File: src/rtl/if_fetch_stage.sv
// Instruction-fetch stage: owns the PC, handshakes with instruction memory and
// loads the IF/ID register, with hazard stalls, a one-entry skid buffer and branch redirects.
module if_fetch_stage #(
  parameter int unsigned  n        = 32,
  parameter logic [n-1:0] RESET_PC = 32'h0000_0000
) (
  input  logic         clk,
  input  logic         rst,
  input  logic         stall,
  input  logic         branch_taken,
  input  logic [n-1:0] branch_base,
  input  logic [n-1:0] branch_offset,
  output logic         imem_req,
  output logic [n-1:0] imem_addr,
  input  logic         imem_ready,
  input  logic [31:0]  imem_data,
  output logic [n-1:0] ifid_pc,
  output logic [n-1:0] ifid_pc4,
  output logic [31:0]  ifid_inst,
  output logic         ifid_valid,
  output logic         target_misaligned
);

  typedef enum logic [1:0] {
    BOOT  = 2'd0,
    FETCH = 2'd1,
    HOLD  = 2'd2
  } state_t;

  localparam logic [n-1:0] PC_STEP = n'(4);

  state_t       state_q, state_d;
  logic [n-1:0] pc_q, pc_d;
  logic [31:0]  hold_inst_q, hold_inst_d;
  logic [n-1:0] ifid_pc_q, ifid_pc_d;
  logic [n-1:0] ifid_pc4_q, ifid_pc4_d;
  logic [31:0]  ifid_inst_q, ifid_inst_d;
  logic         ifid_valid_q, ifid_valid_d;
  logic         misaligned_q, misaligned_d;
  logic [n-1:0] target_s;
  logic [n-1:0] pc_plus4_s;

  assign target_s   = branch_base + branch_offset;
  assign pc_plus4_s = pc_q + PC_STEP;

  // Request is decoded from registered state only, so memory sees no input-to-output path.
  assign imem_req          = (state_q == FETCH);
  assign imem_addr         = pc_q;
  assign ifid_pc           = ifid_pc_q;
  assign ifid_pc4          = ifid_pc4_q;
  assign ifid_inst         = ifid_inst_q;
  assign ifid_valid        = ifid_valid_q;
  assign target_misaligned = misaligned_q;

  // Next-state logic: redirect beats stall, stall beats normal fetch.
  always_comb begin
    state_d      = state_q;
    pc_d         = pc_q;
    hold_inst_d  = hold_inst_q;
    ifid_pc_d    = ifid_pc_q;
    ifid_pc4_d   = ifid_pc4_q;
    ifid_inst_d  = ifid_inst_q;
    ifid_valid_d = ifid_valid_q;
    misaligned_d = 1'b0;

    if (branch_taken) begin
      pc_d         = {target_s[n-1:2], 2'b00};
      misaligned_d = target_s[1];
      ifid_valid_d = 1'b0;
      hold_inst_d  = 32'h0000_0000;
      state_d      = FETCH;
    end else begin
      case (state_q)
        BOOT: begin
          state_d = FETCH;
        end
        FETCH: begin
          if (imem_ready && !stall) begin
            ifid_pc_d    = pc_q;
            ifid_pc4_d   = pc_plus4_s;
            ifid_inst_d  = imem_data;
            ifid_valid_d = 1'b1;
            pc_d         = pc_plus4_s;
          end else if (imem_ready) begin
            // Fetched word arrives during a stall: park it until the stall drops.
            hold_inst_d = imem_data;
            state_d     = HOLD;
          end else if (!stall) begin
            ifid_valid_d = 1'b0;
          end else begin
            state_d = FETCH;
          end
        end
        HOLD: begin
          if (!stall) begin
            ifid_pc_d    = pc_q;
            ifid_pc4_d   = pc_plus4_s;
            ifid_inst_d  = hold_inst_q;
            ifid_valid_d = 1'b1;
            pc_d         = pc_plus4_s;
            state_d      = FETCH;
          end else begin
            state_d = HOLD;
          end
        end
        default: begin
          state_d = BOOT;
        end
      endcase
    end
  end

  // State and pipeline registers with asynchronous active-low reset.
  always_ff @(posedge clk or negedge rst) begin
    if (!rst) begin
      state_q      <= BOOT;
      pc_q         <= RESET_PC;
      hold_inst_q  <= 32'h0000_0000;
      ifid_pc_q    <= '0;
      ifid_pc4_q   <= '0;
      ifid_inst_q  <= 32'h0000_0000;
      ifid_valid_q <= 1'b0;
      misaligned_q <= 1'b0;
    end else begin
      state_q      <= state_d;
      pc_q         <= pc_d;
      hold_inst_q  <= hold_inst_d;
      ifid_pc_q    <= ifid_pc_d;
      ifid_pc4_q   <= ifid_pc4_d;
      ifid_inst_q  <= ifid_inst_d;
      ifid_valid_q <= ifid_valid_d;
      misaligned_q <= misaligned_d;
    end
  end

endmodule
File: config.mk
export PLATFORM = sky130hd
export DESIGN_NAME = if_fetch_stage
export DESIGN_NICKNAME = d
export VERILOG_FILES = /design/src/rtl/if_fetch_stage.sv
export SDC_FILE = /design/constraint.sdc
export NUM_CORES = 1
export LEC_CHECK = 0
export CAP_MARGIN = 20
export CORE_ASPECT_RATIO = 0.75
export CORE_MARGIN = 3
export CORE_UTILIZATION = 50
export CTS_CLUSTER_DIAMETER = 120
export DETAILED_ROUTE_END_ITERATION = 10
export PLACE_DENSITY = 0.83
export REMOVE_ABC_BUFFERS = 1
export SYNTH_ARGS = -nofsm -noshare
export SYNTH_HDL_FRONTEND = slang
export SYNTH_SLANG_ARGS = --single-unit
File: constraint.sdc
create_clock -name clk -period 3.5 [get_ports clk]
set_clock_uncertainty 0.2 [all_clocks]
set_input_delay 0.35 -clock clk [delete_from_list [all_inputs] [get_ports clk]]
set_output_delay 0.35 -clock clk [all_outputs]
set_load 0.005 [all_outputs]
**After elaboration in Yosys (flattened, before gate mapping)**

Cells that the tools add are included.

- Output and inout bits: 131
- Register bits after elaboration: 164

- Add/subtract/negate cells: 2
- Bitwise operators: 1
- Mux-type cells: 27
- Equality and inequality tests: 11
- Reductions and logical operators: 12

Operator list:

| kind | number |
|---|---|
| two-way mux 32 bit | 11 |
| case mux 32 bit (2 select lines) | 3 |
| adder 32 x 3 -> 32 bit (second input constant) | 1 |
| adder 32 bit | 1 |
| != test 4 x 3 -> 1 bit (second input constant) | 3 |
| two-way mux 2 bit | 5 |
| AND reduction 4 bit | 2 |
| two-way mux 1 bit | 6 |
| != test 3 bit (second input constant) | 2 |
| case mux 2 bit (3 select lines) | 1 |
| AND reduction 3 bit | 2 |
| nonzero test 2 bit | 3 |
| != test 2 bit (second input constant) | 2 |
| != test 3 x 2 -> 1 bit (second input constant) | 1 |
| nonzero test 3 bit | 1 |
| == test 2 x 1 -> 1 bit (second input constant) | 1 |
| == test 2 bit (second input constant) | 1 |
| zero test 2 bit | 1 |
| != test 2 x 1 -> 1 bit (second input constant) | 1 |
| case mux 1 bit (2 select lines) | 1 |
| AND reduction 2 bit | 1 |
| logical AND 1 bit | 1 |
| zero test 1 bit | 1 |
| NOT 1 bit | 1 |

**Logic depth before layout (Yosys ltp)**

- Depth in word-level cells: 5
- Depth in mapped cells: 10

**Worst setup path after synthesis**

Ideal clock, no wire load.

- Kind: input to register
- Start point: input branch_base[15]
- End point: register pc_q[30] (netlist: imem_addr[30])
- Arrival time: 2.131 ns
- Setup time: 0.120 ns
- Path slack: 1.049 ns
- Stages: 9
- Cell sequence: ha_1 -> a21o_1 -> a21oi_2 -> o21ai_2 -> o41ai_4 -> a21o_1 -> a31oi_1 -> or3_1 -> a31o_1

- Longest elaborated chain between the ends: 2

RTL lines:

| element | RTL line | RTL |
|---|---|---|
| start: declaration | 11 | `input logic [n-1:0] branch_base,` |
| adder 32 bit | 43 | `assign target_s = branch_base + branch_offset;` |
| two-way mux 32 bit | 66 | `if (branch_taken) begin` |
| end signal: assignment | 126 | `pc_q <= pc_d;` |
| end: declaration | 33 | `logic [n-1:0] pc_q, pc_d;` |

No other way between the ends.
A chain may end at the register's enable or synchronous reset.

**Final worst setup path**

- Start point: input branch_base[1]
- End point: register pc_q[28] (netlist: imem_addr[28])

The elaborated chain is that of the path after synthesis.

==> metrics.csv <==
stage,metric,value,unit
logic_synthesis,Mean Syn Cell Area,8.739,um2
routing,Residual DRC,0,
clock_tree,CTS tree,built,
floorplan,Cell Rows,41,
routing,Pre-Repair DR Iteration Count,5,
critical_path,"slowest stage delay, CP",0.48,ns
timing,fin. max-slew vios,0,
final_layout,layout cell share with drive strength beyond 1,0.05821,
critical_path,worst setup path end,imem_addr[28],
critical_path,worst path arrival time,2.98,ns
placement,routability cong.,0.8651,
routing,ANT nets after route,0,
placement,I/O Buffers,225,
critical_path,CP Class,input port to flop,
run_status,status,"finished, final reports clean",
placement,cell count after placement,1440,
grt,initial antenna violation count,0,
grt,global-route wire length before repair,39220,um
logic_synthesis,top_reg_cell synth,dfrtp_1,
logic_synthesis,Synth Register Bits,158,
final_layout,most frequent cells in the layout,"nand2_1, clkdlybuf4s50_1, dfrtp_1, o21ai_0, a21oi_1",
logic_synthesis,Netlist cell types,69,
job,Max Cap Viol,0,
power_and_ir_drop,Max VDD drop,0.0002678,V
clock_tree,Clock transition at path regs,0.06,ns
timing,Relative slew margins,0.4994,
grt,gr usage total,0.2467,
final_layout,antenna cells,0,
logic_synthesis,number of synthesized flops with an enable pin,0,
floorplan,die height,122.4,um
critical_path,R2R Setup Slk,0.91,ns
routing,wire per inst,16.47,um
critical_path,RR Endpoint,imem_addr[14],
critical_path,CP Launch Type,input port,
timing,Worst-Margin Slew,0.7509,ns
logic_synthesis,"Seq/Total Area, Yosys",0.4380,
timing,Max Freq,351.4,MHz
clock_tree,CTS buffer count,17,
timing,Hold Fails Final Rpt,0,
clock_tree,root buffer cell,clkbuf_16,
timing,Tcrit/Tclk final,0.8130,
floorplan,total core area,17240,um2
hold_path,Hold WC Path Type,input port to flop,
timing,total negative slack,0,ns
power_and_ir_drop,Power Total,0.006322,W
power_and_ir_drop,Leak,5.127,nW
timing,Period minus WS final,2.846,ns
floorplan,initial core utilization,0.5237,
floorplan,Die ar.,19720,um2
clock_tree,CTS sink count,158,
floorplan,Die X,161.2,um
logic_synthesis,Netlist Area Pre-Place,9027,um2
logic_synthesis,Ys Warns,0,
routing,Post-Route WL,24250,um
grt,largest net degree at the start of global routing,82,
critical_path,Worst path slowest cell,clkdlybuf4s50_1,
grt,vias in the first global route,7726,
clock_tree,H-tree depth,4,
final_layout,"most common cell after layout, fill and taps aside",nand2_1,
logic_synthesis,fraction of registers with async set/reset,1.000,
routing,initial DRC count,519,
routing,vias per std cell,5.432,
final_layout,Nets,1357,
timing,RSZ-0062 raised after global routing,false,
placement,dpl hpwl,17630,um
critical_path,CP endpoint kind,flop,
logic_synthesis,Cells after Synth,1033,
routing,routed via count,8002,
grt,Congestion Overflow GR,0,
critical_path,FF-to-FF Start,imem_addr[2],
floorplan,I/O pin count,232,
critical_path,worst r2r path cells,9,
clock_tree,clk_lat worst skew,0.42,ns
critical_path,Required @ worst endpoint,3.63,ns
timing,final setup violation count,0,
critical_path,launch point of the critical path,branch_base[1],
clock_tree,Max Root-Sink Buffers,2,
critical_path,"critical path fanouts, max",6,
final_layout,non-filler cells in the finished layout,1473,
final_layout,Area Overhead vs Synth,32.47,%
critical_path,worst-path cell chain,clkdlybuf4s50_1 -> inv_1 -> fa_1 -> nor2b_1 -> o21a_1 -> o21ai_2 -> a21oi_1 -> o21ai_0 -> o21ai_1 -> o221ai_1 -> a211oi_1,
power_and_ir_drop,PD cells,528.6,nW/um2
-- worst min path at each step --
| stage | startpoint | endpoint | slack, ns | cells after the start |
|---|---|---|---|---|
| 6_report | branch_taken | hold_inst_q[13] | 0.17 | 2 |
| 5_1_grt | branch_taken | hold_inst_q[7] | 0.18 | 2 |
| 4_1_cts | branch_taken | hold_inst_q[7] | 0.15 | 2 |
| 3_5_place_dp | rst | ifid_inst[11] | 0.24 | 1 |
| 3_3_place_gp | rst | ifid_inst[11] | 0.23 | 1 |
| 2_1_floorplan | rst | hold_inst_q[0] | -0.15 | 0 |
-- sequential cells by signal, summed over array words and instances, names as in the netlist --
signal             cells
state_q                2
ifid_inst             32
ifid_pc4              30
target_misaligned      1
hold_inst_q           32
ifid_pc               30
ifid_valid             1
imem_addr             30
-- through the flow --
| stage | util | setup WS (ns) | cell area [um2] | hold WS (ns) |
|---|---|---|---|---|
| after floorplan | - | -1.556 | 8686 | -0.1456 |
| after global placement | 0.6583 | 0.3322 | 11350 | 0.2328 |
| after detailed placement | 0.6583 | 0.2627 | 11350 | 0.2386 |
| after CTS | 0.6938 | 0.6573 | 11960 | 0.1511 |
| after global routing | 0.6938 | 0.4748 | 11960 | 0.1774 |
| final | 0.6938 | 0.6543 | 11960 | 0.1707 |
-- cell usage after synthesis (18+ instances only) --
cell / n / area share
nand3_1: 26 / 0.014
a21oi_1: 72 / 0.040
nand2_1: 271 / 0.11
mux2i_1: 38 / 0.042
o21ai_0: 91 / 0.050
dfrtp_1: 158 / 0.44
ha_1: 31 / 0.043
clkbuf_1: 32 / 0.013
buf_2: 20 / 0.011
xnor2_1: 49 / 0.048
a21o_1: 18 / 0.015
xor2_1: 32 / 0.031
nor2_1: 55 / 0.023
-- cell type report --
class	count	area (um2)
Fill cell	1367	5278
Multi-Input combinational cell	800	4706
Sequential cell	158	3954
Timing Repair Buffer	236	2361
Clock buffer	21	470.5
Tap cell	236	295.3
Clock inverter	11	131.4
Inverter	11	41.29
-- per-layer routing --
metal | share of wire | routed length [um] | GRT usage
met3 | 0.068 | 1645 | 0.05837
met4 | 0.014 | 341 | 0.06771
met2 | 0.45 | 10990 | 0.3902
met1 | 0.46 | 11270 | 0.3438
met5 | 0 | 0 | 0
-- kinds of logic after synthesis --
family,after synthesis,share of synthesized area
and+or+nand+nor,415,0.2021
AOI/OAI and AO/OA,228,0.1491
DFF,158,0.4380
xor gates and xnor gates,81,0.07859
buffers and inverters,80,0.04449
muxes,38,0.04213
adders and majority gates,32,0.04518
other,1,0.0004154
-- where the power goes --
part	internal, W	switching (W)	leakage [nW]
clock	0.00112	0.000753	0.298
sequential	0.00220	0.000346	1.99
combinational	0.00108	0.000822	2.84
total	0.00440	0.00192	5.13
-- critical path, delay by kind of cell --
kind            cells  cell delay [ns]
fa+ha+maj           1             0.46
compound gates      7             1.49
simple gates        1             0.13
buf+inv             2             0.54
-- what timing repair did --
action | 4_1_cts | 5_1_grt
hold buffers | 1 | 0
buffers inserted | 0 | 0
gates resized for setup | 0 | 0
endpoints found under the hold margin | 78 | 0
Note: power is estimated with default switching activity, not from simulation.
==> variant: new RTL, config.mk and constraints unchanged <==
Change the parameter `n` from 32 to 64.
--- a/src/rtl/if_fetch_stage.sv
+++ b/src/rtl/if_fetch_stage.sv
@@ -2,5 +2,5 @@
 // loads the IF/ID register, with hazard stalls, a one-entry skid buffer and branch redirects.
 module if_fetch_stage #(
-  parameter int unsigned  n        = 32,
+  parameter int unsigned  n        = 64,
   parameter logic [n-1:0] RESET_PC = 32'h0000_0000
 ) (
Interface: changed (5 resized); port bits go from 232 to 392. No check against the original RTL was run, so the function may have changed too.
==> variant against the unedited design <==
  * Worst setup slack got worse by 0.50 ns
  * Routed wire length rose by 120%
  * Sequential cell count rose by 96
  * Non-clock buffer count rose by 306
  * Design area rose by 79%
  * Largest power group unchanged
  * Power rose by 76%
  * Critical path type unchanged
  * First-iteration DRC count rose to 2.6 times the old value
  * Area after synthesis rose by 69%
==> variant: results (changes against the unedited design) <==
- Status: complete, no violations
- Top FF cell, synth: dfrtp_1
- Post-synth top cells: nand2_1, dfrtp_1, o21ai_0
- Synth Warn #: 0 (unchanged)
- Post-place setup slack: -0.341 ns (-0.604 ns)
- Nets: 2515 (+85%)
- DPL Wire Length: 39400 um (+120%)
- Count leader, synth: nand2_1
- Post-synthesis compound-gate area fraction: 15.4% (+0.48 points)
- Pleak: 0.00948 uW (+85%)
- DP Cell Count: 2648 (+84%)
- Synth Area in Adders: 5.29% (+0.77 points)
- WL per Instance: 19.3 um (+17%)
- Via density: 5.56 (+2.3%)
- Synth area leaders: dfrtp_1, nand2_1, xnor2_1, ha_1, o21ai_0
- Root buf cell: clkbuf_16
- Overall Power: 11100 uW (+76%)
- Htree depth: 1 (-3)
- Clock Latency Late Sink: 0.57 ns (+0.15 ns)
- Port-buffer cells: 385 (+71%)
- Distinct cells, synth: 74 (+7.2%)
- Vias in the first global route: 15.0k (+94%)
- Max incr delay on CP: 0.48 ns (about the same)
- Largest net degree at the start of global routing: 99 (+21%)
- Register area share after synthesis: 41.6% (-2.2 points)
- GP Congestion: 0.965 (+12%)
- Global Route Usage Sum: 31.1% (+6.5 points)
- Final non-filler cell total: 2700 (+83%)
- DRT Pass-1 Iters: 6 (+1)
- Slowest CP cell: clkdlybuf4s50_1
- DRT iter0 DRCs: 1332 (+160%)
- Mux cell area share after synthesis: 2.69% (-1.5 points)
- First-pass GRT wire length: 82700 um (+110%)
- Layout cells sized above 1: 10.5% (+4.6 points)
- Total CTS buffers: 26 (+9)
- XOR/XNOR Fraction of Synth Area: 10.1% (+2.2 points)
- Share of flip-flops with an asynchronous set or reset: 100% (unchanged)
- Clock tree buffer depth: 3 (+1)
- Worst-path clk slew: 0.07 ns
- Syn Inst Count: 1825 (+77%)
- CP delay by family, top: compound AO/OA/AOI/OAI gates
- Critical path peak fanout: 3 (-3)
- Slew headroom: 29.2% (-21 points)
- Hold Path Class: in2reg
- Worst VDD drop: 359 uV (+34%)
- Initial antenna violation count: 2 (+2)
variant: through the flow:
stage	area (um^2)	util [%]
after global routing	21400	72.3
after global placement	20400	69.1
after detailed placement	20400	69.1
final	21400	72.3
after CTS	21400	72.3
after floorplan	14800	-
variant: logic make-up after synthesis:
| family | count (synthesis) |
|---|---|
| simple gates | 743 |
| fa+ha+maj | 64 |
| other cells | 1 |
| compound gates | 408 |
| buf+inv | 138 |
| flops | 254 |
| mux | 41 |
| xor+xnor | 176 |
variant: path summary, 6_finish.rpt:
kind	start	to	slack, ns	depth (start not counted)
max in group asynchronous	rst	ifid_pc[3]	2.08	3
worst min-delay path	branch_taken	state_q[0]	0.03	3
worst min register to register	ifid_pc[8]	ifid_pc[8]	0.27	2
worst max-delay path	branch_base[1]	imem_addr[52]	0.16	14
worst max register to register	imem_addr[2]	imem_addr[61]	0.18	11
min in group asynchronous	rst	hold_inst_q[9]	0.23	2
variant: power by group:
group	leakage, uW	internal [uW]	switching, uW
registers	0.00317	3580	543
logic	0.00585	2160	1770
clock network	0.000464	1840	1240
total	0.00948	7580	3550
variant: tightest hold or removal path, stage by stage:
cell and delay, ns:
buf_4 0.09, inv_1 0.20, nand2_1 0.12
variant: repair_timing:
item | 4_1_cts | 5_1_grt
gates resized for setup | 0 | 4
hold buffers | 1 | 0
buffers inserted | 0 | 1
hold endpoints to repair | 88 | 0
endpoints found under the setup margin | 0 | 4
variant: routing by layer:
layer	wire (um)	share of wire (%)	vias to the layer above	track usage, %
li1	-	-	7099	-
met3	3660	7.0	86	5.22
met1	23600	45	7187	45.0
met4	1230	2.4	0	7.64
met2	23700	45	634	49.5
met5	0	0	-	0
variant: final cells by class:
cell class	count	area, um^2
clock inverter	14	209
antenna	3	7.51
sequential	254	6360
tap	392	490
clock buffer	33	727
multi-input combinational	1438	8430
timing repair buffer	542	5100
inverter	24	90.1
fill	2321	8190
